==> config.mk <==
export PLATFORM = sky130hd
export DESIGN_NAME = seq_mult_pipe_flat
export DESIGN_NICKNAME = d
export VERILOG_FILES = /design/src/rtl/seq_mult_pkg.sv /design/src/rtl/seq_mult_pipe_if.sv /design/src/rtl/seq_mult_core.sv /design/src/rtl/seq_mult_pipe.sv /design/src/flat_wrapper.sv
export SDC_FILE = /design/constraint.sdc
export NUM_CORES = 1
export LEC_CHECK = 0
export CORE_UTILIZATION = 27
export DETAILED_ROUTE_END_ITERATION = 12
export MAX_ROUTING_LAYER = met4
export PLACE_DENSITY_LB_ADDON = 0.12
export SLEW_MARGIN = 20
export SYNTH_ARGS = -nofsm -noshare
export SYNTH_HDL_FRONTEND = slang
export SYNTH_SLANG_ARGS = --single-unit
==> constraint.sdc <==
create_clock -name Clk -period 2.55 [get_ports Clk]
set_input_delay 0.6375 -clock Clk [delete_from_list [all_inputs] [get_ports Clk]]
set_output_delay 0.6375 -clock Clk [all_outputs]
set_load 0.01 [all_outputs]
==> src/rtl/seq_mult_pkg.sv <==
// Shared types and helpers for the sequential shift-add multiplier.
package seq_mult_pkg;

   typedef enum logic [1:0] {
      IDLE = 2'd0,
      BUSY = 2'd1,
      DONE = 2'd2
   } state_t;

   localparam int DEFAULT_WIDTH = 8;

   function automatic int unsigned clog2(input int unsigned value);
      int unsigned r;
      int unsigned v;
      r = 0;
      v = (value > 0) ? value - 1 : 0;
      while (v > 0) begin
         r++;
         v = v >> 1;
      end
      return r;
   endfunction

endpackage

==> src/rtl/seq_mult_pipe_if.sv <==
// Operand and result valid/ready handshakes of seq_mult_pipe.
interface seq_mult_pipe_if #(
   parameter int WIDTH = seq_mult_pkg::DEFAULT_WIDTH
);
   logic               In_Valid;
   logic               In_Ready;
   logic               Signed_Mode;
   logic [WIDTH-1:0]   A;
   logic [WIDTH-1:0]   B;
   logic               Out_Valid;
   logic               Out_Ready;
   logic [WIDTH-1:0]   Out_A;
   logic [WIDTH-1:0]   Out_B;
   logic [2*WIDTH-1:0] P;

   modport master (
      output In_Valid, Signed_Mode, A, B, Out_Ready,
      input  In_Ready, Out_Valid, Out_A, Out_B, P
   );

   modport slave (
      input  In_Valid, Signed_Mode, A, B, Out_Ready,
      output In_Ready, Out_Valid, Out_A, Out_B, P
   );
endinterface

==> src/rtl/seq_mult_core.sv <==
// Unsigned shift-add datapath: accumulator, multiplicand register and iteration counter.
module seq_mult_core
   import seq_mult_pkg::*;
#(
   parameter int WIDTH = DEFAULT_WIDTH
) (
   input  logic               Clk,
   input  logic               Rst_n,
   input  logic               start,
   input  logic               run,
   input  logic [WIDTH-1:0]   mcand_in,
   input  logic [WIDTH-1:0]   mplier_in,
   output logic               last,
   output logic [2*WIDTH-1:0] prod
);
   localparam int unsigned CW = (clog2(WIDTH) < 1) ? 1 : clog2(WIDTH);

   logic [2*WIDTH-1:0] acc;
   logic [2*WIDTH-1:0] acc_nxt;
   logic [WIDTH-1:0]   mcand;
   logic [WIDTH-1:0]   addend;
   logic [WIDTH:0]     upper;
   logic [CW-1:0]      cnt;

   // The 2*WIDTH+1-bit sum {upper, acc[WIDTH-1:0]} is never stored: its LSB
   // is shifted out in the same cycle, so only 2*WIDTH bits are registered.
   always_comb begin
      addend  = acc[0] ? mcand : '0;
      upper   = {1'b0, acc[2*WIDTH-1:WIDTH]} + {1'b0, addend};
      acc_nxt = {upper, acc[WIDTH-1:1]};
      last    = run && (cnt == CW'(WIDTH - 1));
      prod    = acc_nxt;
   end

   always_ff @(posedge Clk) begin
      if (!Rst_n) begin
         acc   <= '0;
         mcand <= '0;
         cnt   <= '0;
      end else if (start) begin
         acc   <= {{WIDTH{1'b0}}, mplier_in};
         mcand <= mcand_in;
         cnt   <= '0;
      end else if (run) begin
         acc   <= acc_nxt;
         cnt   <= cnt + CW'(1);
      end
   end

endmodule

==> src/rtl/seq_mult_pipe.sv <==
// Signed/unsigned sequential multiplier with valid/ready operand and result handshakes.
module seq_mult_pipe
   import seq_mult_pkg::*;
#(
   parameter int WIDTH = DEFAULT_WIDTH
) (
   input logic            Clk,
   input logic            Rst_n,
   seq_mult_pipe_if.slave bus
);
   state_t             state;
   logic               in_ready_q;
   logic               out_valid_q;
   logic               neg;
   logic [WIDTH-1:0]   out_a_q;
   logic [WIDTH-1:0]   out_b_q;
   logic [2*WIDTH-1:0] p_q;

   logic [WIDTH-1:0]   mag_a;
   logic [WIDTH-1:0]   mag_b;
   logic               core_start;
   logic               core_run;
   logic               core_last;
   logic [2*WIDTH-1:0] core_prod;

   // Negating -2^(WIDTH-1) wraps to itself, which read as unsigned is the
   // correct magnitude 2^(WIDTH-1).
   always_comb begin
      mag_a      = (bus.Signed_Mode && bus.A[WIDTH-1]) ? -bus.A : bus.A;
      mag_b      = (bus.Signed_Mode && bus.B[WIDTH-1]) ? -bus.B : bus.B;
      core_start = (state == IDLE) && bus.In_Valid && in_ready_q;
      core_run   = (state == BUSY);
   end

   seq_mult_core #(.WIDTH(WIDTH)) u_core (
      .Clk       (Clk),
      .Rst_n     (Rst_n),
      .start     (core_start),
      .run       (core_run),
      .mcand_in  (mag_a),
      .mplier_in (mag_b),
      .last      (core_last),
      .prod      (core_prod)
   );

   always_ff @(posedge Clk) begin
      if (!Rst_n) begin
         state       <= IDLE;
         in_ready_q  <= 1'b1;
         out_valid_q <= 1'b0;
         neg         <= 1'b0;
         out_a_q     <= '0;
         out_b_q     <= '0;
         p_q         <= '0;
      end else begin
         case (state)
            IDLE: begin
               if (bus.In_Valid && in_ready_q) begin
                  state      <= BUSY;
                  in_ready_q <= 1'b0;
                  out_a_q    <= bus.A;
                  out_b_q    <= bus.B;
                  neg        <= bus.Signed_Mode & (bus.A[WIDTH-1] ^ bus.B[WIDTH-1]);
               end
            end
            BUSY: begin
               if (core_last) begin
                  state       <= DONE;
                  out_valid_q <= 1'b1;
                  p_q         <= neg ? -core_prod : core_prod;
               end
            end
            DONE: begin
               if (bus.Out_Ready) begin
                  state       <= IDLE;
                  out_valid_q <= 1'b0;
                  in_ready_q  <= 1'b1;
               end
            end
            default: begin
               state       <= IDLE;
               in_ready_q  <= 1'b1;
               out_valid_q <= 1'b0;
            end
         endcase
      end
   end

   assign bus.In_Ready  = in_ready_q;
   assign bus.Out_Valid = out_valid_q;
   assign bus.Out_A     = out_a_q;
   assign bus.Out_B     = out_b_q;
   assign bus.P         = p_q;

endmodule

==> src/flat_wrapper.sv <==
// flat-port wrapper written by rule: the top's interface ports become plain ports
module seq_mult_pipe_flat import seq_mult_pkg::*;
#(
   parameter int WIDTH = DEFAULT_WIDTH
)
  (Clk, Rst_n, bus_In_Valid, bus_Signed_Mode, bus_A, bus_B, bus_Out_Ready, bus_In_Ready, bus_Out_Valid, bus_Out_A, bus_Out_B, bus_P);
  seq_mult_pipe_if #(.WIDTH(WIDTH)) bus_i ();
  input logic Clk;
  input logic Rst_n;
  input wire logic [$bits(bus_i.In_Valid)-1:0] bus_In_Valid;
  input wire logic [$bits(bus_i.Signed_Mode)-1:0] bus_Signed_Mode;
  input wire logic [$bits(bus_i.A)-1:0] bus_A;
  input wire logic [$bits(bus_i.B)-1:0] bus_B;
  input wire logic [$bits(bus_i.Out_Ready)-1:0] bus_Out_Ready;
  output wire logic [$bits(bus_i.In_Ready)-1:0] bus_In_Ready;
  output wire logic [$bits(bus_i.Out_Valid)-1:0] bus_Out_Valid;
  output wire logic [$bits(bus_i.Out_A)-1:0] bus_Out_A;
  output wire logic [$bits(bus_i.Out_B)-1:0] bus_Out_B;
  output wire logic [$bits(bus_i.P)-1:0] bus_P;
  assign bus_i.In_Valid = bus_In_Valid;
  assign bus_i.Signed_Mode = bus_Signed_Mode;
  assign bus_i.A = bus_A;
  assign bus_i.B = bus_B;
  assign bus_i.Out_Ready = bus_Out_Ready;
  assign bus_In_Ready = bus_i.In_Ready;
  assign bus_Out_Valid = bus_i.Out_Valid;
  assign bus_Out_A = bus_i.Out_A;
  assign bus_Out_B = bus_i.Out_B;
  assign bus_P = bus_i.P;
  seq_mult_pipe #(.WIDTH(WIDTH)) u_core (.Clk(Clk), .Rst_n(Rst_n), .bus(bus_i));
endmodule
[Word-level counts from Yosys, hierarchy flattened]
Index checks and enable logic that the tools add are counted.
Word-level totals
  bits in registers: 64
  input port bits: 21
  output and inout port bits: 34
  logic and storage cells: 57
Cells by class
  add/subtract/negate cells: 5
  equal/unequal tests: 6
  multiplexer cells: 16
  bitwise logic cells: 5
  reduce and logical (&&, ||, !) cells: 14
Operators with widths (count)
  $mux W8: 5
  $mux W16: 1
  $neg A16 Y16: 1
  $neg A8 Y8: 2
  $add A8 B8 Y9: 1
  $reduce_and A3 Y1: 3
  $logic_and A1 B1 Y1: 6
  $mux W2: 3
  $pmux W1 S3: 2
  $pmux W2 S3: 1
  $mux W1: 4
  $ne A2 B1 Y1 const B: 2
  $reduce_and A2 Y1: 2
  $add A3 B1 Y3 const B: 1
  $eq A3 B3 Y1 const B: 1
  $not A1 Y1: 3
  $eq A2 B1 Y1 const B: 1
  $eq A2 B2 Y1 const B: 1
  $logic_not A2 Y1: 1
  $ne A2 B2 Y1 const B: 1
  $reduce_bool A2 Y1: 1
  $reduce_or A2 Y1: 1
  $and A1 B1 Y1: 1
  $xor A1 B1 Y1: 1

[Depth between registers and ports, before layout]
  depth in word-level cells: 4
  mapped depth: 10
  depth with buffers taken out: 10

[Modules after synthesis]
From an unflattened synthesis, not the netlist that was laid out.
Second synthesis, totals
  cell total of the unflattened synthesis: 419
  area, all modules: 3553.4 um^2
Modules (own cells, without submodules)
  seq_mult_pipe: instances 1, cells an instance 236, area an instance 1940.6 um^2, seq. area each 740.7 um^2
  seq_mult_core: instances 1, cells an instance 183, area an instance 1612.8 um^2, seq. area each 540.5 um^2

[Worst setup path after synthesis]
OpenSTA, ideal clock, no wires.
  kind: register to register
  from: register u_core.u_core.acc[0]
  to: register u_core.p_q[15], in the netlist u_core.bus.P[15]
  library setup time: 133 ps
  data arrival time: 2434 ps
  data required time: 2417 ps
  path slack: -17 ps
  stages on the path, launching flop included: 11
  path buffers: 0
  period minus slack after synthesis: 2567 ps
  cell sequence: dfxtp_1 -> and2_1 -> ha_1 -> inv_1 -> fa_1 -> nor4b_4 -> nand4_1 -> o21bai_1 -> a2111oi_4 -> mux2i_1 -> a31oi_1
On the way
  word-level cells in the longest chain between the ends: 4
RTL lines
  start: declaration: RTL line seq_mult_core.sv:18  | logic [2*WIDTH-1:0] acc;
  start signal: assignment: RTL line seq_mult_core.sv:41  | acc <= {{WIDTH{1'b0}}, mplier_in};
  start signal: assignment: RTL line seq_mult_core.sv:45  | acc <= acc_nxt;
  $mux W8 *: RTL line seq_mult_core.sv:28  | addend = acc[0] ? mcand : '0;
  $add A8 B8 Y9 *: RTL line seq_mult_core.sv:29  | upper = {1'b0, acc[2*WIDTH-1:WIDTH]} + {1'b0, addend};
  $neg A16 Y16: RTL line seq_mult_pipe.sv:70  | p_q <= neg ? -core_prod : core_prod;
  $mux W16 *: RTL line seq_mult_pipe.sv:70
  end signal: assignment: RTL line seq_mult_pipe.sv:70
  end: declaration: RTL line seq_mult_pipe.sv:17  | logic [2*WIDTH-1:0] p_q;
Mark *: on every way between the ends. The rest lies on a longest branch, timed or not.
A chain may end at the register's enable or synchronous reset.

[Worst setup path in the final report]
  from: register u_core.u_core.mcand[0]
  to: register u_core.p_q[13], in the netlist u_core.bus.P[13]
On the way
  word-level cells in the longest chain between the ends: 4
RTL lines
  start: declaration: RTL line seq_mult_core.sv:20  | logic [WIDTH-1:0] mcand;
  start signal: assignment: RTL line seq_mult_core.sv:42  | mcand <= mcand_in;
  $mux W8 *: RTL line seq_mult_core.sv:28
  $add A8 B8 Y9 *: RTL line seq_mult_core.sv:29
  $neg A16 Y16: RTL line seq_mult_pipe.sv:70
  $mux W16 *: RTL line seq_mult_pipe.sv:70
Marked as above.

==> impl_metrics.tcl <==
set metrics [dict create \
    fin_crit_sh_pct 100.8 \
    crit_path_start_kind "register" \
    status "finished, violations left" \
    period_needed_ns 2.570 \
    dr_wl_met3_um 242 \
    num_io_pins 55 \
    insertedDiodeCount 0 \
    dieArea_mm2 0.01333 \
    synth_area_leaders "dfxtp_1 37%, nand2_1 9.2%, a21oi_1 6.2%, nor2_1 5.0%, ha_1 4.7%" \
    rrSetupSlack_ns -0.02 \
    wl_met2_um 4088 \
    synth_top_area_share_pct 36.87 \
    antenna_found_initial 0 \
    ant_nets 0 \
    ys_seq_area_share_pct 36.87 \
    crit_required_ns 2.77 \
    grt_pass1_vias 3129 \
    drc 0 \
    setup_violations 1 \
    initial_utilization_pct 27.65 \
    root_buffer "clkbuf_16" \
    clk_pin_slew_ns 0.06 \
    grt_start_max_net_pins 49 \
    cts_tree "yes" \
    slew_headroom_pct 53.98 \
    gp_congestion 0.8016 \
    core_mm2 0.01257 \
    clock_latency_ns 0.34 \
    endpoint_kind "register" \
    hold_class "register to register" \
    grt_use_total_pct 15.24 \
    powerDensity_mw_per_mm2 605.6 \
    yosys.area.top_type "dfxtp_1" \
    vias 3197 \
    dp_cells 662 \
    highest-signal-layer "met4" \
    cp_max_fo 4 \
    first_pass_iters 4 \
    postCtsHoldBufs 0 \
    ys.flop_type "dfxtp_1" \
    max_slew.worst_pin.slew_ns 0.6902 \
    cts_made_buffers 9 \
    wl_per_cell_um 13.55 \
    synth_cell_type_count 57 \
    min_to "u_core.bus.P[8]" \
    dp_hpwl_um 6855 \
    synthCells 438 \
    rows 41 \
    syn_area_mm2 0.003475 \
    power_w 0.002872 \
    r2r-start "u_core.u_core.mcand[0]" \
    worstHoldStart "u_core.bus.P[8]" \
    area_delta_synth_final_pct 36.51 \
    hold-path-cell-count 2 \
    finalHoldViolCount 0 \
    failed_checks "setup timing" \
    h-tree-depth 3 \
    cap_violations 0 \
    fin_util_pct 37.74 \
    arrival_ns 2.79 \
    synth_fp_nets 473 \
    final_cells 685 \
    finalWorstSetupSlack_ns -0.02010 \
    port_buffers 54 \
    synth-edff-count 0 \
    ys_async_sr_fraction_pct 0 \
    overflow 0 \
    worstSetupPathType "register to register" \
    timing.rr.end "u_core.bus.P[13]" \
    ir_drop_mv 0.2940 \
    grt_setup_unrepaired "yes" \
    skew_ns 0.006000 \
    reg2regPathDepth 10 \
    drt_iter0_drc 141 \
    p_leak_nw 1.754 \
    synth_area_per_cell_um2 7.933 \
    yosysMostFrequentCell "nand2_1" \
    clk_path_buf_depth 2 \
    die_h_um 115.4 \
    fmax_ghz 0.3891 \
    finalNetCount 543 \
    slew_violations 0 \
    synth-seq-cells 64 \
    yosys_warnings 0 \
    drive_gt1_share_pct 13.65 \
    grt_pass1_wl_um 15100 \
    drt-met1-wl_um 4777 \
    cts_sinks 64 \
    wirelength_um 9282 \
    die_w_um 115.4 \
    avgViaCountPerCell 4.667 \
    synth_commonest_cells "85 x nand2_1, 64 x dfxtp_1, 46 x nor2_1, 43 x a21oi_1" \
]
cell type report:
| type | instances | area [µm²] |
|---|---|---|
| clock inverter | 5 | 55.05 |
| fill | 1309 | 7825 |
| sequential | 64 | 1284 |
| clock buffer | 11 | 252.7 |
| tap | 172 | 215.2 |
| timing repair buffer | 83 | 787.0 |
| inverter | 15 | 56.30 |
| multi-input combinational | 335 | 2093 |
through the flow:
stage / instance area [µm²] / TNS, ns / hold slack, ns / setup slack, ns
floorplan: 3476 / 0 / 0.4317 / 0.03091
global placement: 4308 / 0 / 0.4424 / 0.03281
detailed placement: 4308 / 0 / 0.4468 / 0.009602
CTS: 4627 / 0 / 0.4532 / 0.01564
global route: 4743 / -0.3270 / 0.4710 / -0.1117
finish: 4743 / -0.02010 / 0.4509 / -0.02010
worst max-delay path, cell delays in order (launching register included):
cell and delay (ns):
dfxtp_2 0.32, and2_4 0.15, ha_4 0.13, inv_2 0.03, fa_1 0.50, xor2_2 0.27
nand4_1 0.12, o21bai_4 0.21, buf_6 0.13, o311a_1 0.29, a311o_1 0.32
registers in the layout (all words and copies together) (netlist names), 2 cells and up:
| signal | cells |
|---|---|
| u_core.bus.Out_A | 8 |
| u_core.u_core.cnt | 3 |
| u_core.u_core.mcand | 8 |
| u_core.bus.Out_B | 8 |
| u_core.state | 2 |
| u_core.bus.P | 16 |
| u_core.u_core.acc | 16 |
timing repair:
| item | in CTS | in global routing |
|---|---|---|
| endpoints found under the setup margin | 1 | 4 |
| endpoints found under the hold margin | 0 | 0 |
| pin swaps | 0 | 11 |
| gates resized for setup | 2 | 14 |
| buffers inserted | 0 | 7 |
cells in the final DEF (no fill, tap or decap), types with 3 or more instances in the layout:
cell type        count
a211oi_1            17
a21oi_1             43
a311oi_1             8
a31oi_1              3
and2_1               9
and3_1               3
buf_4               26
clkbuf_16            9
clkdlybuf4s50_1     54
dfxtp_1             62
ha_1                11
inv_1               14
nand2_1             85
nand3_1              7
nand4_1              3
nor2_1              46
nor2b_1              7
nor3_1               7
o21a_1               3
o21ai_0             11
xnor2_1              7
xor2_1              15
routing by layer:
metal / GRT usage (%) / vias to the layer above
met4: 6.840 / 0
met3: 2.929 / 13
met2: 22.71 / 57
met1: 19.92 / 1458
li1: - / 1669
met5: - / -
power breakdown:
group	total [W]	internal, W	switching [W]
logic	0.000506	0.000251	0.000255
registers	0.00110	0.00105	0.0000507
clock network	0.00126	0.000805	0.000457
cells by family after synthesis:
group | after synthesis | share of synthesized area [%]
buffers and inverters | 39 | 4.537
adders and majority gates | 14 | 5.258
and+or+nand+nor | 182 | 24.20
xor gates and xnor gates | 23 | 6.014
muxes | 2 | 0.5762
DFF | 64 | 36.87
AOI/OAI and AO/OA | 114 | 22.54
how the worst max path moves through the flow:
stage	end	slack (ns)	cells past startpoint	start
floorplan	u_core.bus.P[15]	0.03	10	u_core.u_core.acc[0]
global placement	u_core.bus.P[13]	0.03	10	u_core.u_core.mcand[0]
detailed placement	u_core.bus.P[13]	0.01	10	u_core.u_core.mcand[0]
CTS	u_core.bus.P[14]	0.02	10	u_core.u_core.mcand[0]
global route	u_core.bus.P[15]	-0.11	11	u_core.u_core.mcand[0]
finish	u_core.bus.P[13]	-0.02	10	u_core.u_core.mcand[0]
(Power assumes the default switching activity.)
